**config.mk**
```make
export PLATFORM = sky130hd
export DESIGN_NAME = alu_v3
export DESIGN_NICKNAME = d
export VERILOG_FILES = /design/src/rtl/alu_pkg.sv /design/src/rtl/alu_v3_mult.sv /design/src/rtl/alu_v3.sv
export SDC_FILE = /design/constraint.sdc
export NUM_CORES = 1
export LEC_CHECK = 0
export BUFFER_PORTS_ARGS = -buffer_cell sky130_fd_sc_hd__buf_4
export CORE_MARGIN = 2
export CORE_UTILIZATION = 30
export DETAILED_ROUTE_END_ITERATION = 10
export HOLD_SLACK_MARGIN = 0.12
export PLACE_DENSITY_LB_ADDON = 0.05
export SLEW_MARGIN = 30
export SYNTH_ARGS = -nofsm -noshare
export SYNTH_HDL_FRONTEND = slang
export SYNTH_SLANG_ARGS = --single-unit
```
**constraint.sdc**
```tcl
create_clock -name clk -period 17.7 [get_ports clk]
set_input_delay 3.54 -clock clk [delete_from_list [all_inputs] [get_ports clk]]
set_output_delay 3.54 -clock clk [all_outputs]
set_load 0.01 [all_outputs]
```
**src/rtl/alu_pkg.sv**
```systemverilog
// Shared types and helpers for the alu_v3 datapath.
// Build option: define ALU_V3_SAT_EN to clamp overflowed results instead of wrapping.
package alu_pkg;

    typedef enum logic [2:0] {
        OP_ADD  = 3'd0,
        OP_SUB  = 3'd1,
        OP_MUL  = 3'd2,
        OP_MAC  = 3'd3,
        OP_CLR  = 3'd4,
        OP_LDI  = 3'd5,
        OP_LDSW = 3'd6,
        OP_ACC  = 3'd7
    } alu_op_t;

    // Widest supported operand; exact intermediates live in WIDE bits.
    localparam int MAXW = 32;
    localparam int WIDE = 2 * MAXW + 1;

    typedef logic signed [WIDE-1:0] wide_t;

    // Narrow an exact value to w bits. Returns {ovf, value[MAXW-1:0]};
    // the caller keeps the low w bits of the value field.
    function automatic logic [MAXW:0] sat_narrow(input wide_t v, input int w);
        wide_t             hi;
        wide_t             lo;
        logic              o;
        logic [MAXW-1:0]   r;
        hi = (wide_t'(1) <<< (w - 1)) - wide_t'(1);
        lo = -(wide_t'(1) <<< (w - 1));
        o  = (v > hi) || (v < lo);
`ifdef ALU_V3_SAT_EN
        if (v > hi)
            r = hi[MAXW-1:0];
        else if (v < lo)
            r = lo[MAXW-1:0];
        else
            r = v[MAXW-1:0];
`else
        r = v[MAXW-1:0];
`endif
        return {o, r};
    endfunction

endpackage

```
**src/rtl/alu_v3_mult.sv**
```systemverilog
// Combinational signed WIDTH x WIDTH multiplier, result arithmetic-shifted right by FRAC.
module alu_v3_mult #(
    parameter int WIDTH = 8,
    parameter int FRAC  = 0
) (
    input  logic signed [WIDTH-1:0]   i_a,
    input  logic signed [WIDTH-1:0]   i_b,
    output logic signed [2*WIDTH-1:0] o_prod
);

    logic signed [2*WIDTH-1:0] w_ax;
    logic signed [2*WIDTH-1:0] w_bx;
    logic signed [2*WIDTH-1:0] w_full;

    assign w_ax   = {{WIDTH{i_a[WIDTH-1]}}, i_a};
    assign w_bx   = {{WIDTH{i_b[WIDTH-1]}}, i_b};
    // The exact product always fits in 2*WIDTH bits, so the low half of the
    // wider multiply is exact.
    assign w_full = w_ax * w_bx;
    assign o_prod = w_full >>> FRAC;

endmodule

```
**src/rtl/alu_v3.sv**
```systemverilog
// Two-stage pipelined signed fixed-point ALU with accumulator and overflow flag.
// Build option: ALU_V3_SAT_EN selects saturating results (see alu_pkg::sat_narrow).
module alu_v3
    import alu_pkg::*;
#(
    parameter int WIDTH = 8,
    parameter int FRAC  = 0
) (
    input  logic             clk,
    input  logic             rst_n,
    input  logic             in_valid,
    output logic             in_ready,
    input  alu_op_t          op,
    input  logic [WIDTH-1:0] data_a,
    input  logic [WIDTH-1:0] data_b,
    input  logic [WIDTH-1:0] imm,
    input  logic [WIDTH-1:0] sw,
    output logic             out_valid,
    input  logic             out_ready,
    output logic [WIDTH-1:0] result,
    output logic             ovf
);

    logic             r_s1_valid;
    alu_op_t          r_s1_op;
    logic [WIDTH-1:0] r_s1_a;
    logic [WIDTH-1:0] r_s1_b;
    logic [WIDTH-1:0] r_s1_ld;
    logic             r_s2_valid;
    logic [WIDTH-1:0] r_result;
    logic             r_ovf;
    logic [WIDTH-1:0] r_acc;

    logic                      w_s2_adv;
    logic                      w_accept;
    logic                      w_xfer;
    logic signed [2*WIDTH-1:0] w_prod;
    wide_t                     w_a;
    wide_t                     w_b;
    wide_t                     w_p;
    wide_t                     w_acc;
    wide_t                     w_wide;
    logic [MAXW:0]             w_nar;
    logic [WIDTH-1:0]          w_res;
    logic                      w_ovf;
    logic                      w_unused;

    assign w_s2_adv  = !r_s2_valid || out_ready;
    assign in_ready  = !r_s1_valid || w_s2_adv;
    assign w_accept  = in_valid && in_ready;
    assign w_xfer    = r_s1_valid && w_s2_adv;
    assign out_valid = r_s2_valid;
    assign result    = r_result;
    assign ovf       = r_ovf;

    alu_v3_mult #(.WIDTH(WIDTH), .FRAC(FRAC)) u_mult (
        .i_a    (r_s1_a),
        .i_b    (r_s1_b),
        .o_prod (w_prod)
    );

    // Sign-extend everything to the package's wide type so each op yields its exact value.
    assign w_a   = {{(WIDE-WIDTH){r_s1_a[WIDTH-1]}}, r_s1_a};
    assign w_b   = {{(WIDE-WIDTH){r_s1_b[WIDTH-1]}}, r_s1_b};
    assign w_p   = {{(WIDE-2*WIDTH){w_prod[2*WIDTH-1]}}, w_prod};
    assign w_acc = {{(WIDE-WIDTH){r_acc[WIDTH-1]}}, r_acc};

    always_comb begin
        w_wide = '0;
        case (r_s1_op)
            OP_ADD:  w_wide = w_a + w_b;
            OP_SUB:  w_wide = w_a - w_b;
            OP_MUL:  w_wide = w_p;
            OP_MAC:  w_wide = w_acc + w_p;
            default: w_wide = '0;
        endcase
    end

    assign w_nar    = sat_narrow(w_wide, WIDTH);
    assign w_unused = ^w_nar[MAXW-1:WIDTH];

    always_comb begin
        w_res = w_nar[WIDTH-1:0];
        w_ovf = w_nar[MAXW];
        case (r_s1_op)
            OP_CLR: begin
                w_res = '0;
                w_ovf = 1'b0;
            end
            OP_LDI, OP_LDSW: begin
                w_res = r_s1_ld;
                w_ovf = 1'b0;
            end
            OP_ACC: begin
                w_res = r_acc;
                w_ovf = 1'b0;
            end
            default: ;
        endcase
    end

    always_ff @(posedge clk or negedge rst_n) begin
        if (!rst_n) begin
            r_s1_valid <= 1'b0;
            r_s1_op    <= OP_ADD;
            r_s1_a     <= '0;
            r_s1_b     <= '0;
            r_s1_ld    <= '0;
            r_s2_valid <= 1'b0;
            r_result   <= '0;
            r_ovf      <= 1'b0;
            r_acc      <= '0;
        end else begin
            if (w_accept) begin
                r_s1_op <= op;
                r_s1_a  <= data_a;
                r_s1_b  <= data_b;
                // Only one of imm/sw is ever needed, so pick it at acceptance.
                r_s1_ld <= (op == OP_LDSW) ? sw : imm;
            end
            if (w_accept)
                r_s1_valid <= 1'b1;
            else if (w_s2_adv)
                r_s1_valid <= 1'b0;
            if (w_s2_adv)
                r_s2_valid <= r_s1_valid;
            if (w_xfer) begin
                r_result <= w_res;
                r_ovf    <= w_ovf;
                if (r_s1_op == OP_MAC || r_s1_op == OP_CLR)
                    r_acc <= w_res;
            end
        end
    end

endmodule

```
==> flow_summary.ini, run 1 <==
[sta]
fmax_mhz = 132.8
finalSetupViolCount = 0
worst_pin_slew_ps = 801.3
drv_slew = 0
finalClockSkew_ps = 10.27
rsz0062_at_grt = no
relSlewSlack_pct = 46.35
tns_ps = 0
fin_crit_ps = 7533
hold_viol = 0
fin_crit_sh_pct = 42.56

[logic_synthesis]
yosysTopAreaCell = fa_1
syn_area_sq_um = 6238
syn_inst = 715
synth_top_area_share_pct = 18.61
ys_ff_latch = 46
synth_area_leaders = fa_1 (19%), dfrtp_1 (18%), ha_1 (13%), inv_1 (6.9%), o21ai_0 (4.3%)
ys_warn_count = 0
synthArstFlopShare_pct = 100.0
ys_seq_area_share_pct = 18.45
syn_nets = 875
synth_cell_types = 61
syn_avg_cell_area_sq_um = 8.725
synth_edf_count = 0
synthFlopType = dfrtp_1

[cts]
root_buffer = clkbuf_16
cts_resized = 0
clkSinkCount = 46
cts_setup_buffers = 0
cts_tree = done
max-clock-path-buffers = 2
clkSlewWorstSetupHoldPaths_ps = 70
clk-insertion-delay-late_ps = 300
cts_buffers = 5
cts_hold_buf = 0
cts-htree-levels = 2

[worst_setup_path]
cp_max_fo = 3
cp_data_required_time_ps = 14160
cp.arrival_ps = 3990
r2r_cells = 24
r2r_start = r_s1_a[2]
r2r_slack_ps = 10790
end_kind = primary output
critPathKind = input pin to primary output
reg2reg_to = ovf
startpoint_type = input pin

[drt]
wl_um = 16820
dr.pass1.iters = 4
dr.first_iter.drc_count = 290
viasPerCell = 4.925
post_drt_wl_per_cell_um = 16.37
drcViolationCount = 0
dr_total_vias = 5058
ant_nets = 0

[global_routing]
grt_use_total_pct = 15.92
first_global_vias = 5124
grt_max_degree = 47
grt.overflow.total = 0
grt_pass1_wl_um = 27840
antenna_found_initial = 0

[die]
dieHeight_um = 148.2
die_area_sq_um = 21960
die_w_um = 148.2
placement_rows = 52
initial_core_util_pct = 30.73
core-area_sq_um = 20300
io_pins = 50

[layout]
fillers = 2148
num_antenna_cells = 0
fin_nets = 916
area_delta_synth_final_pct = 13.18
drive_gt1_share_pct = 11.23
layout_common_cells = inv_1 (115), nand2_1 (65), ha_1 (63)
mostFrequentLayoutCell = inv_1

[hold_path]
whs_path_depth = 2
hold_start = result[2]
min_to = result[2]
hold_path.class = register to register

[placement]
routabilityCongestion = 0.8302
port_buffers = 49
dp_hpwl_um = 13870

[job]
drv_cap = 0

[run_status]
status = complete, no violations
-- Yosys cell counts (3+ instances only) --
cell,count
nand3_1,5
ha_1,63
clkbuf_1,15
nand3b_1,6
nor3_1,12
nand4_1,6
inv_1,115
xor2_1,4
mux2_2,19
or2_2,3
o31ai_1,3
xnor2_1,25
nor2_1,32
o21a_1,6
nor2b_1,6
o211ai_1,8
or4_1,3
nand2_1,65
dfrtp_1,46
nand2b_1,7
a31oi_1,9
a21oi_1,28
o21ai_0,54
a211oi_1,3
and2_1,25
nor3b_1,6
a21boi_0,3
a22o_1,7
fa_1,58
a22oi_1,7
a21o_1,9
a221oi_1,3
or3_1,5
mux2i_1,14
-- cell type report --
type                            count  area, sq um  area share [%]
Timing Repair Buffer               54        405.4           5.742
Clock buffer                        6        128.9           1.825
Inverter                          115        431.7           6.114
Multi-Input combinational cell    534         4568           64.70
Tap cell                          270        337.8           4.785
Clock inverter                      2        37.54          0.5316
Sequential cell                    46         1151           16.30
-- metrics by stage --
stage	utilization [%]	cell area (sq um)	hold WS [ps]	std cells	worst slack, ps
global route	34.78	7061	506.8	1027	10120
floorplan	-	6238	450.7	715	10410
global placement	33.96	6894	464.5	1019	10170
finish	34.78	7061	480.0	1027	10170
CTS	34.78	7061	489.0	1027	10160
detailed placement	33.96	6894	472.3	1019	10160
-- per-layer routing --
metal	vias to the layer above	GRT usage [%]	routed length, um
met1	2462	24.03	8831
met2	90	25.25	7467
met5	-	0	0
li1	2499	-	-
met4	0	1.762	100
met3	7	1.840	416
-- how the worst max path moves through the flow --
stage / from / to / slack [ps] / cells past startpoint
after CTS: out_ready / in_ready / 10160 / 3
after floorplan: out_ready / in_ready / 10410 / 1
final: out_ready / in_ready / 10170 / 3
after detailed placement: out_ready / in_ready / 10160 / 3
after global placement: out_ready / in_ready / 10170 / 3
after global routing: out_ready / in_ready / 10120 / 3
-- state kept, by name, indices dropped and copies added, names as in the netlist --
signal / count
r_s1_op: 3
r_acc: 8
r_s1_a: 8
r_s1_valid: 1
r_s1_ld: 8
r_s1_b: 8
ovf: 1
result: 8
out_valid: 1
-- logic make-up (layout without fill, tap and decap cells) --
logic type,count (synthesis),after routing,share of synthesized area (%)
buffers and inverters,135,177,8.323
xor gates and xnor gates,29,29,4.071
AOI/OAI and AO/OA,162,162,16.85
DFF,46,46,18.45
muxes,34,34,6.037
adders and majority gates,121,121,31.25
and+or+nand+nor,188,188,15.02
-- critical path, cell delays in order --
cell      delay, ps
buf_4           110
nand3b_1        180
buf_4           160
Power of run 1 is not shown: default switching activity piles up to over one toggle a cycle in this logic, so the estimate is an artifact.
==> run 2, diff against run 1 <==
clock period = 7.17 ns   (was 17.7 ns; I/O delays follow)
==> run 2 against run 1 <==
Via count shrank 1.2%. Clock-buffer cell count shrank 1. Global-route usage grew 0.53 points. Register-to-register slack lost 10000 ps. Flip-flop and latch count is the same. Sequential share of layout area grew 0.082 points. Worst setup slack lost 9800 ps. Clock skew shrank 5.6 ps. Cell area shrank 0.18%. Routed wire length grew 2.8%. First-iteration DRC count grew 22%. Utilization shrank 0.062 points. Highest routed layer unchanged.
==> flow_summary.ini, run 2 (synthesis gave the netlist of run 1 again) <==
[global_routing]
grt_max_degree = 47
grt.overflow.total = 0
first_global_vias = 5204
antenna_found_initial = 0
grt_use_total_pct = 16.44
grt_pass1_wl_um = 28810

[layout]
num_antenna_cells = 0
drive_gt1_share_pct = 12.17
fillers = 2153
mostFrequentLayoutCell = inv_1
area_delta_synth_final_pct = 12.98
design_area_sq_um = 7048
fin_nets = 916
finish.utilization_pct = 34.72
layout_common_cells = inv_1 (113), nand2_1 (65), ha_1 (63)

[drt]
drcViolationCount = 0
ant_nets = 0
dr.pass1.iters = 4
dr_total_vias = 4995
post_drt_wl_per_cell_um = 16.85
viasPerCell = 4.868
dr.first_iter.drc_count = 355
wl_um = 17280

[sta]
fin_crit_sh_pct = 94.43
fin_crit_ps = 6770
fmax_mhz = 147.7
finalSetupViolCount = 0
holdWs_ps = 480.7
relSlewSlack_pct = 53.19
hold_viol = 0
finalClockSkew_ps = 4.687
worst_pin_slew_ps = 699.1
tns_ps = 0
rsz0062_at_grt = no
drv_slew = 0

[cts]
clkSlewWorstSetupHoldPaths_ps = 70
clk-insertion-delay-late_ps = 290
cts_buffers = 5
cts-htree-levels = 2
root_buffer = clkbuf_16
cts_tree = done
max-clock-path-buffers = 2
clkSinkCount = 46

[die]
placement_rows = 52
io_pins = 50
die_area_sq_um = 21960
initial_core_util_pct = 30.73
core-area_sq_um = 20300
dieHeight_um = 148.2
die_w_um = 148.2

[worst_setup_path]
crit_top_cell = fa_1
worst_path_dominant_cell_family = adder cells
cp.arrival_ps = 6960
cp_data_required_time_ps = 7360
startpoint_type = register
critPathKind = register to register
crit_chain = inv_1 -> nor2_1 -> fa_1 -> fa_1 -> fa_1 -> inv_1 -> fa_1 -> inv_1 -> ha_1 -> o2111ai_1 -> a31oi_1 -> o211ai_1 -> a21oi_1 -> nor2b_1 -> ha_1 -> a211o_1 -> or3_1 -> or3_1 -> nand4b_1 -> nor2_1 -> or4_1 -> o211a_1
crit_buf_inv = 3
cp_max_fo = 8
end_kind = register
crit_path_top_delay_cell = fa_1
slowest_delay_ps = 550

[hold_path]
hold_path.class = register to register

[placement]
placedInstanceArea_sq_um = 6894
port_buffers = 49
routabilityCongestion = 0.8285
dp_hpwl_um = 14290

[job]
drv_cap = 0

[run_status]
status = complete, no violations
## run 2: cell types whose count changed in the layout (fill, tap and decap cells not counted), sizes merged
cell / change
bufinv: -1
clkinvlp: +1
clkbuf: -1
## run 2: per-stage QoR
stage / instances / setup WS, ps
4_1_cts: 1026 / 258.5
5_1_grt: 1026 / 9.709
3_3_place_gp: 1019 / 371.4
3_5_place_dp: 1019 / 277.2
6_report: 1026 / 399.7
2_1_floorplan: 715 / 853.6
## run 2: area by class of cell
cell class | instances | area [sq um] | area share, %
timing repair buffer | 54 | 405.4 | 5.752
inverter | 115 | 431.7 | 6.125
sequential | 46 | 1155 | 16.39
clock inverter | 2 | 15.01 | 0.2130
clock buffer | 5 | 125.1 | 1.775
multi-input combinational | 534 | 4578 | 64.96
tap | 270 | 337.8 | 4.793
## run 2: path summary, 6_finish.rpt
kind / start / to / slack [ps] / cells after the start
hold reg to reg: result[2] / result[2] / 480 / 2
min in group asynchronous: rst_n / r_s1_b[4] / 1150 / 1
hold / removal: result[2] / result[2] / 480 / 2
setup / recovery: r_s1_b[7] / ovf / 400 / 22
setup reg to reg: r_s1_b[7] / ovf / 400 / 22
max in group asynchronous: rst_n / r_s1_b[3] / 5590 / 1
## run 2: worst min-delay path, cell delays in order (launching register included)
cell and delay, ps:
dfrtp_1 340, nand2_1 40, o21ai_0 60
## run 2: what timing repair did
item | 4_1_cts | 5_1_grt
endpoints found under the hold margin | 0 | 0
gates resized for setup | 0 | 7
hold buffers | 0 | 0
setup endpoints to repair | 0 | 1
buffers inserted | 0 | 0
## run 2: layer usage
layer  vias up  wire [um]  GRT usage, %
li1       2507          -             -
met1      2408       9147         25.09
met2        64       7527         25.14
met3        16        352         1.963
met4         0        257         3.048
met5         -          0             0
Power of run 2 is left out for the same reason.
